**config.mk**
```make
export PLATFORM = sky130hd
export DESIGN_NAME = sram_loader
export DESIGN_NICKNAME = d
export VERILOG_FILES = /design/src/rtl/sram_loader.sv
export SDC_FILE = /design/constraint.sdc
export NUM_CORES = 1
export LEC_CHECK = 0
export CAP_MARGIN = 25
export CELL_PAD_IN_SITES_DETAIL_PLACEMENT = 1
export CELL_PAD_IN_SITES_GLOBAL_PLACEMENT = 1
export CORE_MARGIN = 4
export CORE_UTILIZATION = 40
export CTS_BUF_LIST = sky130_fd_sc_hd__clkbuf_2
export DETAILED_ROUTE_END_ITERATION = 12
export GPL_TIMING_DRIVEN = 0
export PLACE_DENSITY = 0.84
export SETUP_SLACK_MARGIN = 0.1
export SLEW_MARGIN = 10
export SYNTH_ARGS = -nofsm -noshare
export SYNTH_HDL_FRONTEND = slang
export SYNTH_SLANG_ARGS = --single-unit
```
**constraint.sdc**
```tcl
create_clock -name i_clk -period 4.1 [get_ports i_clk]
set_input_delay 0.82 -clock i_clk [delete_from_list [all_inputs] [get_ports i_clk]]
set_output_delay 0.82 -clock i_clk [all_outputs]
set_load 0.01 [all_outputs]
```
**src/rtl/sram_loader.sv**
```systemverilog
// sram_loader: packs a narrow valid/ready element stream LSB-first into
// SRAM words and writes them at auto-incrementing addresses.
// Ports: i_clk/i_rst (sync, active-high); i_start + i_sram_select,
// i_base_addr, i_word_count, i_p_mode job config (latched at start);
// i_data/i_valid/o_ready element stream; i_flush partial-word end;
// o_write_en/o_write_addr/o_data_out/o_sram_select SRAM write port;
// o_busy, o_done pulse, o_last_addr of the last word written.
// Optional feature macro: LOADER_FLUSH_EN (enables i_flush).
module sram_loader #(
  parameter int SRAM_DATA_WIDTH = 64,
  parameter int ADDR_WIDTH      = 8
) (
  input  logic                       i_clk,
  input  logic                       i_rst,
  input  logic                       i_start,
  input  logic [1:0]                 i_sram_select,
  input  logic [ADDR_WIDTH-1:0]      i_base_addr,
  input  logic [ADDR_WIDTH:0]        i_word_count,
  input  logic [1:0]                 i_p_mode,
  input  logic [7:0]                 i_data,
  input  logic                       i_valid,
  output logic                       o_ready,
  input  logic                       i_flush,
  output logic                       o_write_en,
  output logic [ADDR_WIDTH-1:0]      o_write_addr,
  output logic [SRAM_DATA_WIDTH-1:0] o_data_out,
  output logic [1:0]                 o_sram_select,
  output logic                       o_busy,
  output logic                       o_done,
  output logic [ADDR_WIDTH-1:0]      o_last_addr
);

  localparam int DW = SRAM_DATA_WIDTH;
  localparam int AW = ADDR_WIDTH;
  localparam int BW = $clog2(DW / 2);
  localparam int SW = $clog2(DW);

  typedef enum logic [1:0] {
    IDLE,
    FILL,
    DONE
  } state_t;

  state_t        state, state_n;
  logic [AW-1:0] addr_cnt, addr_n;
  logic [AW:0]   remaining, remaining_n;
  logic [BW-1:0] beat_cnt, beat_n;
  logic [DW-1:0] pk, pk_n;
  logic [1:0]    mode, mode_n;
  logic          job_wrote, job_wrote_n;
  logic          we_n;
  logic [AW-1:0] waddr_n;
  logic [DW-1:0] data_n;
  logic [1:0]    sel_n;
  logic [AW-1:0] last_n;

  logic          fill_act;
  logic          flush_req;
  logic          accept;
  logic [7:0]    elem;
  logic [SW-1:0] sh;
  logic [BW-1:0] last_idx;
  logic          last_beat;
  logic [DW-1:0] pk_ins;

  // FILL with words still owed; FILL with none left is the
  // one-cycle wait that lets the final strobe land before DONE.
  assign fill_act = (state == FILL) && (remaining != '0);

`ifdef LOADER_FLUSH_EN
  assign flush_req = i_flush & fill_act;
`else
  // Flush disabled: input kept only for pin compatibility.
  assign flush_req = i_flush & 1'b0;
`endif

  // Flush wins over a same-cycle beat, so ready drops with it.
  assign o_ready = fill_act & ~flush_req;
  assign accept  = i_valid & o_ready;
  assign o_busy  = (state != IDLE);
  assign o_done  = (state == DONE);

  always_comb begin
    elem     = i_data;
    sh       = SW'(beat_cnt) << 3;
    last_idx = BW'(DW / 8 - 1);
    unique case (mode)
      2'b01: begin
        elem     = {4'b0, i_data[3:0]};
        sh       = SW'(beat_cnt) << 2;
        last_idx = BW'(DW / 4 - 1);
      end
      2'b10: begin
        elem     = {6'b0, i_data[1:0]};
        sh       = SW'(beat_cnt) << 1;
        last_idx = BW'(DW / 2 - 1);
      end
      default: ;
    endcase
  end

  assign last_beat = (beat_cnt == last_idx);
  assign pk_ins    = pk | (DW'(elem) << sh);

  always_comb begin
    state_n     = state;
    addr_n      = addr_cnt;
    remaining_n = remaining;
    beat_n      = beat_cnt;
    pk_n        = pk;
    mode_n      = mode;
    job_wrote_n = job_wrote;
    we_n        = 1'b0;
    waddr_n     = o_write_addr;
    data_n      = o_data_out;
    sel_n       = o_sram_select;
    last_n      = o_last_addr;

    unique case (state)
      IDLE: begin
        if (i_start) begin
          sel_n       = i_sram_select;
          mode_n      = (i_p_mode == 2'b11) ? 2'b00 : i_p_mode;
          job_wrote_n = 1'b0;
          if (i_word_count == '0) begin
            state_n = DONE;
          end else begin
            addr_n      = i_base_addr;
            remaining_n = i_word_count;
            beat_n      = '0;
            pk_n        = '0;
            state_n     = FILL;
          end
        end
      end
      FILL: begin
        if (flush_req) begin
          if (beat_cnt != '0) begin
            // Unfilled slots are already zero.
            we_n        = 1'b1;
            waddr_n     = addr_cnt;
            data_n      = pk;
            addr_n      = addr_cnt + AW'(1);
            remaining_n = '0;
            beat_n      = '0;
            pk_n        = '0;
            job_wrote_n = 1'b1;
          end else begin
            state_n = DONE;
          end
        end else if (accept) begin
          if (last_beat) begin
            we_n        = 1'b1;
            waddr_n     = addr_cnt;
            data_n      = pk_ins;
            addr_n      = addr_cnt + AW'(1);
            remaining_n = remaining - (AW + 1)'(1);
            beat_n      = '0;
            pk_n        = '0;
            job_wrote_n = 1'b1;
          end else begin
            pk_n   = pk_ins;
            beat_n = beat_cnt + BW'(1);
          end
        end else if (remaining == '0) begin
          state_n = DONE;
        end
      end
      DONE: begin
        state_n = IDLE;
      end
      default: begin
        state_n = IDLE;
      end
    endcase

    // Write address register still holds the last word written.
    if (state == FILL && state_n == DONE && job_wrote)
      last_n = o_write_addr;
  end

  always_ff @(posedge i_clk) begin
    if (i_rst) begin
      state         <= IDLE;
      addr_cnt      <= '0;
      remaining     <= '0;
      beat_cnt      <= '0;
      pk            <= '0;
      mode          <= 2'b00;
      job_wrote     <= 1'b0;
      o_write_en    <= 1'b0;
      o_write_addr  <= '0;
      o_data_out    <= '0;
      o_sram_select <= 2'b00;
      o_last_addr   <= '0;
    end else begin
      state         <= state_n;
      addr_cnt      <= addr_n;
      remaining     <= remaining_n;
      beat_cnt      <= beat_n;
      pk            <= pk_n;
      mode          <= mode_n;
      job_wrote     <= job_wrote_n;
      o_write_en    <= we_n;
      o_write_addr  <= waddr_n;
      o_data_out    <= data_n;
      o_sram_select <= sel_n;
      o_last_addr   <= last_n;
    end
  end

endmodule

```
==> impl_metrics.yaml <==
worst_setup_path:
  crit_arrival_ns: 2.79
  cp-end-kind: "output pin"
  start_kind: "register"
  rrSetupSlack_ns: 0.93
  critPathMaxStageDelay_ns: 0.54
  r2r_cells: 9
  critPathRequiredTime_ns: 3.28
  r2r_end: "o_data_out[58]"
  crit_type: "reg2out"
  cp_cell_sequence: "inv_1 -> ha_1 -> or4b_1 -> o21a_1 -> clkdlybuf4s50_1"
  cp_max_fo: 4
  slowest_stage: "or4b_1"
  r2r-start: "mode[0]"
timing:
  final.min_clock_period_ns: 3.61
  timing.setup.tns_ns: 0
  max_freq_mhz: 277
  finalMaxSlewViolations: 0
  worst_pin_slew_ns: 1.05
  final-setup-viol-count: 0
  slew_headroom: 0.300
  rsz0062_at_grt: "no"
  min_period_over_period: 0.881
  hold_viol: 0
  skew_ns: 0.0363
  whs_ns: 0.454
  setup_ws_ns: 0.488
clock_tree:
  cts_max_path_buffers: 2
  clkTransAtPathRegs_ns: 0.28
  cts.sinks: 174
  cts_hold_buf: 0
  cts_made_buffers: 17
  cts_tree: "built"
  cts-resized-gates: 0
  cts-root-buf: "clkbuf_2"
  clk_latency_ns: 0.79
  post_cts_buffers: 0
  cts_htree_levels: 4
synthesis:
  avgSynthCellArea_sq_um: 8.38
  yosysTopAreaCell: "dfxtp_1"
  synth_top_area_frac: 0.477
  async_flop_share: 0
  synthXorXnorAreaFrac: 0.00120
  synth.area.mux_share: 0.0151
  synthAdderAreaFrac: 0.0120
  synth_compound_area_frac: 0.228
  ys.flop_type: "dfxtp_1"
  synth_simple_gate_area_frac: 0.219
  synth_top_family_by_area: "compound AO/OA/AOI/OAI gates"
  synth-seq-area-share: 0.477
  synthDistinctLibCells: 62
  ys.warnings.count: 0
  synth.net_count: 912
  syn_inst: 871
  syn_area_sq_mm: 0.00730
  synthTopCellsByArea: "dfxtp_1, nor2_1, a21oi_1"
  synth_edf_count: 0
  ys_ff_latch: 174
global_routing:
  grt_max_degree: 18
  grt_pass1_wl_microns: 37300
  grt-ovfl-total: 0
  track_usage: 0.232
  grt_pass1_vias: 6993
  antenna_found_initial: 1
layout:
  multiInputGateArea_sq_mm: 0.00348
  fin_nets: 1054
  final_util: 0.505
  fin_area_sq_mm: 0.00908
  final_cell_mix: "dfxtp_1, nor2_1, clkdlybuf4s50_1"
  final_cells: 1256
  drive_gt1_frac: 0.0780
  ff_latch_area_sq_mm: 0.00348
  final_common_cell: "dfxtp_1"
  n_fill_cell: 2242
  syn_to_final_growth_pct: 24.3
drt:
  drt-met1-wl_microns: 10700
  vias_per_cell: 5.65
  drt.antenna.violating_nets: 0
  route.vias.total: 7097
  drt_first_pass_iters: 5
  dr_wl_met2_microns: 11400
  wirelength_microns: 23700
  drc: 0
  routed-wl-met3_microns: 1170
  top_layer_used: "met4"
  wire_per_inst_microns: 18.9
  drt-initial-drc-count: 466
place:
  gp_congestion: 0.918
  dp_cells: 1223
  hpwlAfterDp_microns: 17400
  io_buffer_count: 118
  dpl_cell_area_sq_mm: 0.00880
  dpl_worst_slack_ns: 0.817
power_and_ir_drop:
  swShare: 0.350
  p_switching_mw: 1.24
  seq_power_share: 0.509
  p_total_mw: 3.54
  pwr-share-clk: 0.279
  combPwrFrac: 0.212
  vdd_ir_drop_max_mv: 0.179
  p_leak_nw: 3.26
  power_density_mw_per_mm2: 390
  p_int_mw: 2.30
die:
  start_util: 0.406
  ios: 120
  coreArea_sq_mm: 0.0180
  num_rows: 49
  die_width_microns: 143
  die_h_microns: 143
  dieArea_sq_mm: 0.0205
outcome:
  status: "complete, no violations"
run:
  cap_violations: 0
worst_hold_path:
  worstHoldEndpoint: "o_data_out[23]"
  hold_depth: 2
  worstHoldStart: "pk[23]"
  hp-class: "reg2reg"
power by group through the flow:
stage	Combinational [mW]	Sequential, mW	Clock (mW)
detailed placement	0.740	1.83	0
global route	0.820	1.81	1.07
global placement	0.713	1.83	0
floorplan	0.480	1.82	0
finish	0.750	1.80	0.987
CTS	0.743	1.80	1.00
sequential cells by signal, summed over array words and instances, names as in the netlist:
name / count
o_last_addr: 8
o_write_en: 1
mode: 2
beat_cnt: 5
state: 2
addr_cnt: 8
o_write_addr: 8
o_data_out: 64
remaining: 9
o_sram_select: 2
job_wrote: 1
pk: 64
routing by layer:
layer / global-route usage / vias up
met4: 0.0805 / 0
li1: - / 3403
met3: 0.0399 / 34
met2: 0.381 / 195
met1: 0.309 / 3465
met5: 0 / -
worst max-delay path: cells and delay by family (launching register included):
family / cells / cell delay [ns]
buffers and inverters: 2 / 0.64
adders and majority gates: 1 / 0.16
DFF: 1 / 0.39
AOI/OAI and AO/OA: 1 / 0.31
and+or+nand+nor: 1 / 0.54
cell usage after synthesis (3+ instances only):
cell       number
and4_1          4
buf_6           6
nand3b_1        5
dfxtp_1       174
nor2b_1         5
nand4b_1        4
o31ai_1         6
a211oi_1       51
nand4_1         3
clkbuf_1       32
nor2_1        133
nand3_1         7
nand2b_1        6
nor4_1          4
nand2_1       103
and3_1          5
or3_1           3
a21oi_1        96
and3b_1         4
buf_2          24
and2_1          7
mux2i_1        11
o2111ai_1       4
nor3_1         48
a22o_1         14
o21ai_0        26
a31oi_1        26
o211ai_1        5
a221oi_1        3
inv_1           8
ha_1            7
final cells by class:
class                      count  area share
sequential                   174       0.384
multi-input combinational    625       0.384
timing repair buffer         123       0.133
buffer                        64      0.0347
tap                          229      0.0316
clock inverter                15      0.0203
clock buffer                  17     0.00937
inverter                       8     0.00331
antenna                        1    0.000276
kinds of logic (layout without fill, tap and decap cells):
family	count (synthesis)	count (layout)
compound gates	255	255
xor+xnor	1	1
fa+ha+maj	7	7
buf+inv	72	227
flops	174	174
mux	11	11
other cells	0	1
simple gates	351	351
worst max path at each step:
stage | from | slack [ns] | depth (start not counted) | end
floorplan | mode[0] | 1.81 | 8 | pk[47]
finish | remaining[0] | 0.49 | 5 | o_ready
global placement | i_start | 0.67 | 6 | pk[39]
CTS | remaining[0] | 0.47 | 5 | o_ready
detailed placement | i_rst | 0.82 | 5 | remaining[8]
global route | remaining[0] | 0.32 | 5 | o_ready
Power figures use the tool's default switching activity.
==> RTL change, RTL diff (same flow settings) <==
Add an input register stage for `i_p_mode`, cleared by the reset; this delays it by one clock. The other inputs are not delayed to match.
--- a/src/rtl/sram_loader.sv
+++ b/src/rtl/sram_loader.sv
@@ -43,2 +43,12 @@
 
+  logic [1:0] i_p_mode_q;
+
+  always_ff @(posedge i_clk) begin
+    if (i_rst) begin
+      i_p_mode_q <= '0;
+    end else begin
+      i_p_mode_q <= i_p_mode;
+    end
+  end
+
   state_t        state, state_n;
@@ -122,3 +132,3 @@
           sel_n       = i_sram_select;
-          mode_n      = (i_p_mode == 2'b11) ? 2'b00 : i_p_mode;
+          mode_n      = (i_p_mode_q == 2'b11) ? 2'b00 : i_p_mode_q;
           job_wrote_n = 1'b0;
Function: changed (a bounded check fails within 10 cycles, from zero or initial values and one cycle with i_rst high).
==> RTL change against the unedited design <==
Power increased by 3.2%. Synthesized area increased by 0.31%. Die area increased by 0.29%. Setup slack improved by 0.088 ns. Design area increased by 0.66%. Synthesized cell count increased by 0.69%. Final cell count increased by 0.40%. Sequential cell count increased by 2. Sequential share of layout area increased by 0.19 points. Worst hold slack got worse by 0.0038 ns. Routed wire length increased by 3.6%. Critical path type unchanged. Critical endpoint unchanged. Largest power group unchanged. Highest routed layer unchanged.
==> RTL change: results (changes against the unedited design) <==
Placed Cells incl. Taps - 1226 (+0.25%)
Post-DP HPWL - 17900 µm (+2.8%)
PortBufs - 117 (-0.85%)
Sequential share of the synthesized area - 48.1% (+0.40 points)
Worst slack, placed - 0.762 ns (-0.0546 ns)
Post-synthesis compound-gate area fraction - 22.9% (+0.084 points)
Drt wl/cell - 19.5 µm (+3.2%)
CP Data Arrival Time - 2.70 ns (-0.09 ns)
Xor-xnor portion of the synthesized cell area - 0.120% (-0.00037 points)
Final nets - 1059 (+0.47%)
Number of global-route vias before repair - 7034 (+0.59%)
Hold slack - 0.450 ns (-0.00383 ns)
Synth cell types - 60 (-3.2%)
Total track usage - 24.4% (+1.2 points)
Synth Instances - 877 (+0.69%)
Rel. slew slack - 29.3% (-0.69 points)
Synth area leaders - dfxtp_1 48%, nor2_1 7.0%, a21oi_1 6.4%
WHS Endpoint - o_data_out[19]
Period utilization - 86.0% (-2.1 points)
Clk_lat worst skew - 0.76 ns (-0.03 ns)
Status - completed
Via Count - 7243 (+2.1%)
Pleak - 3.27 nW (+0.33%)
Hold Path Origin - pk[19]
RePlAce Congestion - 0.885 (-3.7%)
Worst hold path type - flip-flop to flip-flop
Reg2reg setup slack - 0.98 ns (+0.05 ns)
First DRT Iteration DRCs - 553 (+19%)
Share of post-route cells with drive strength above 1 - 6.50% (-1.3 points)
Synth Area in Adders - 1.20% (-0.0037 points)
CTS Buffer Depth - 2 (unchanged)
Global-route wire length before repair - 39200 µm (+5.1%)
Final non-filler cell total - 1261 (+0.40%)
Root Driver - clkbuf_2
VDD IR-drop max - 264 µV (+48%)
Most frequent cells after synthesis - 176 x dfxtp_1, 137 x nor2_1, 101 x nand2_1
Post-synthesis mux area share - 1.64% (+0.13 points)
Placed Area - 8810 µm² (about the same)
Synth Net Count - 918 (+0.66%)
Setup Skew - 0.0456 ns (+0.00931 ns)
-- RTL change: changes by cell type in the layout (fill, tap and decap cells not counted), moves of 4 or more --
cell,change
o211ai_1,-4
clkbuf_1,+10
nor2_1,+4
buf_2,-11
a22oi_1,+4
-- RTL change: cell families after synthesis --
kind of cell | count (synthesis)
fa+ha+maj | 7
compound gates | 256
buf+inv | 73
flops | 176
xor+xnor | 1
simple gates | 352
mux | 12
-- RTL change: final cells by class --
| cell class | instances | area (µm²) |
|---|---|---|
| fillers | 2191 | 8830 |
| clock inverters | 15 | 220 |
| clock buffers | 17 | 85.1 |
| multi-input cells | 628 | 3490 |
| flip-flops and latches | 176 | 3520 |
| plain buffers | 64 | 297 |
| diodes | 1 | 2.50 |
| inverters | 9 | 33.8 |
| well taps | 229 | 287 |
| repair buffers | 122 | 1200 |
-- RTL change: critical path, cell delays in order (launching register included) --
cell,delay (ns)
dfxtp_1,0.38
inv_1,0.13
ha_1,0.17
or4b_1,0.52
o21a_1,0.25
clkdlybuf4s50_1,0.49
-- RTL change: power breakdown --
part | leakage (nW) | internal, mW | switching (mW)
logic | 1.67 | 0.237 | 0.492
clock network | 0.180 | 0.427 | 0.670
registers | 1.42 | 1.77 | 0.0539
total | 3.27 | 2.44 | 1.22
-- RTL change: routing by layer --
layer  wire, µm  vias up  track usage, %
met2      11500      242            39.2
met4        502        0            6.94
met1      11000     3542            34.0
met5          0        -               0
li1           -     3419               -
met3       1620       40            4.03
-- RTL change: worst max path at each step --
stage / from / endpoint / cells past startpoint
2_1_floorplan: mode[0] / pk[47] / 8
3_3_place_gp: i_data[5] / o_data_out[55] / 6
3_5_place_dp: i_start / pk[36] / 6
4_1_cts: remaining[0] / o_ready / 5
5_1_grt: remaining[0] / o_ready / 5
6_report: remaining[0] / o_ready / 5
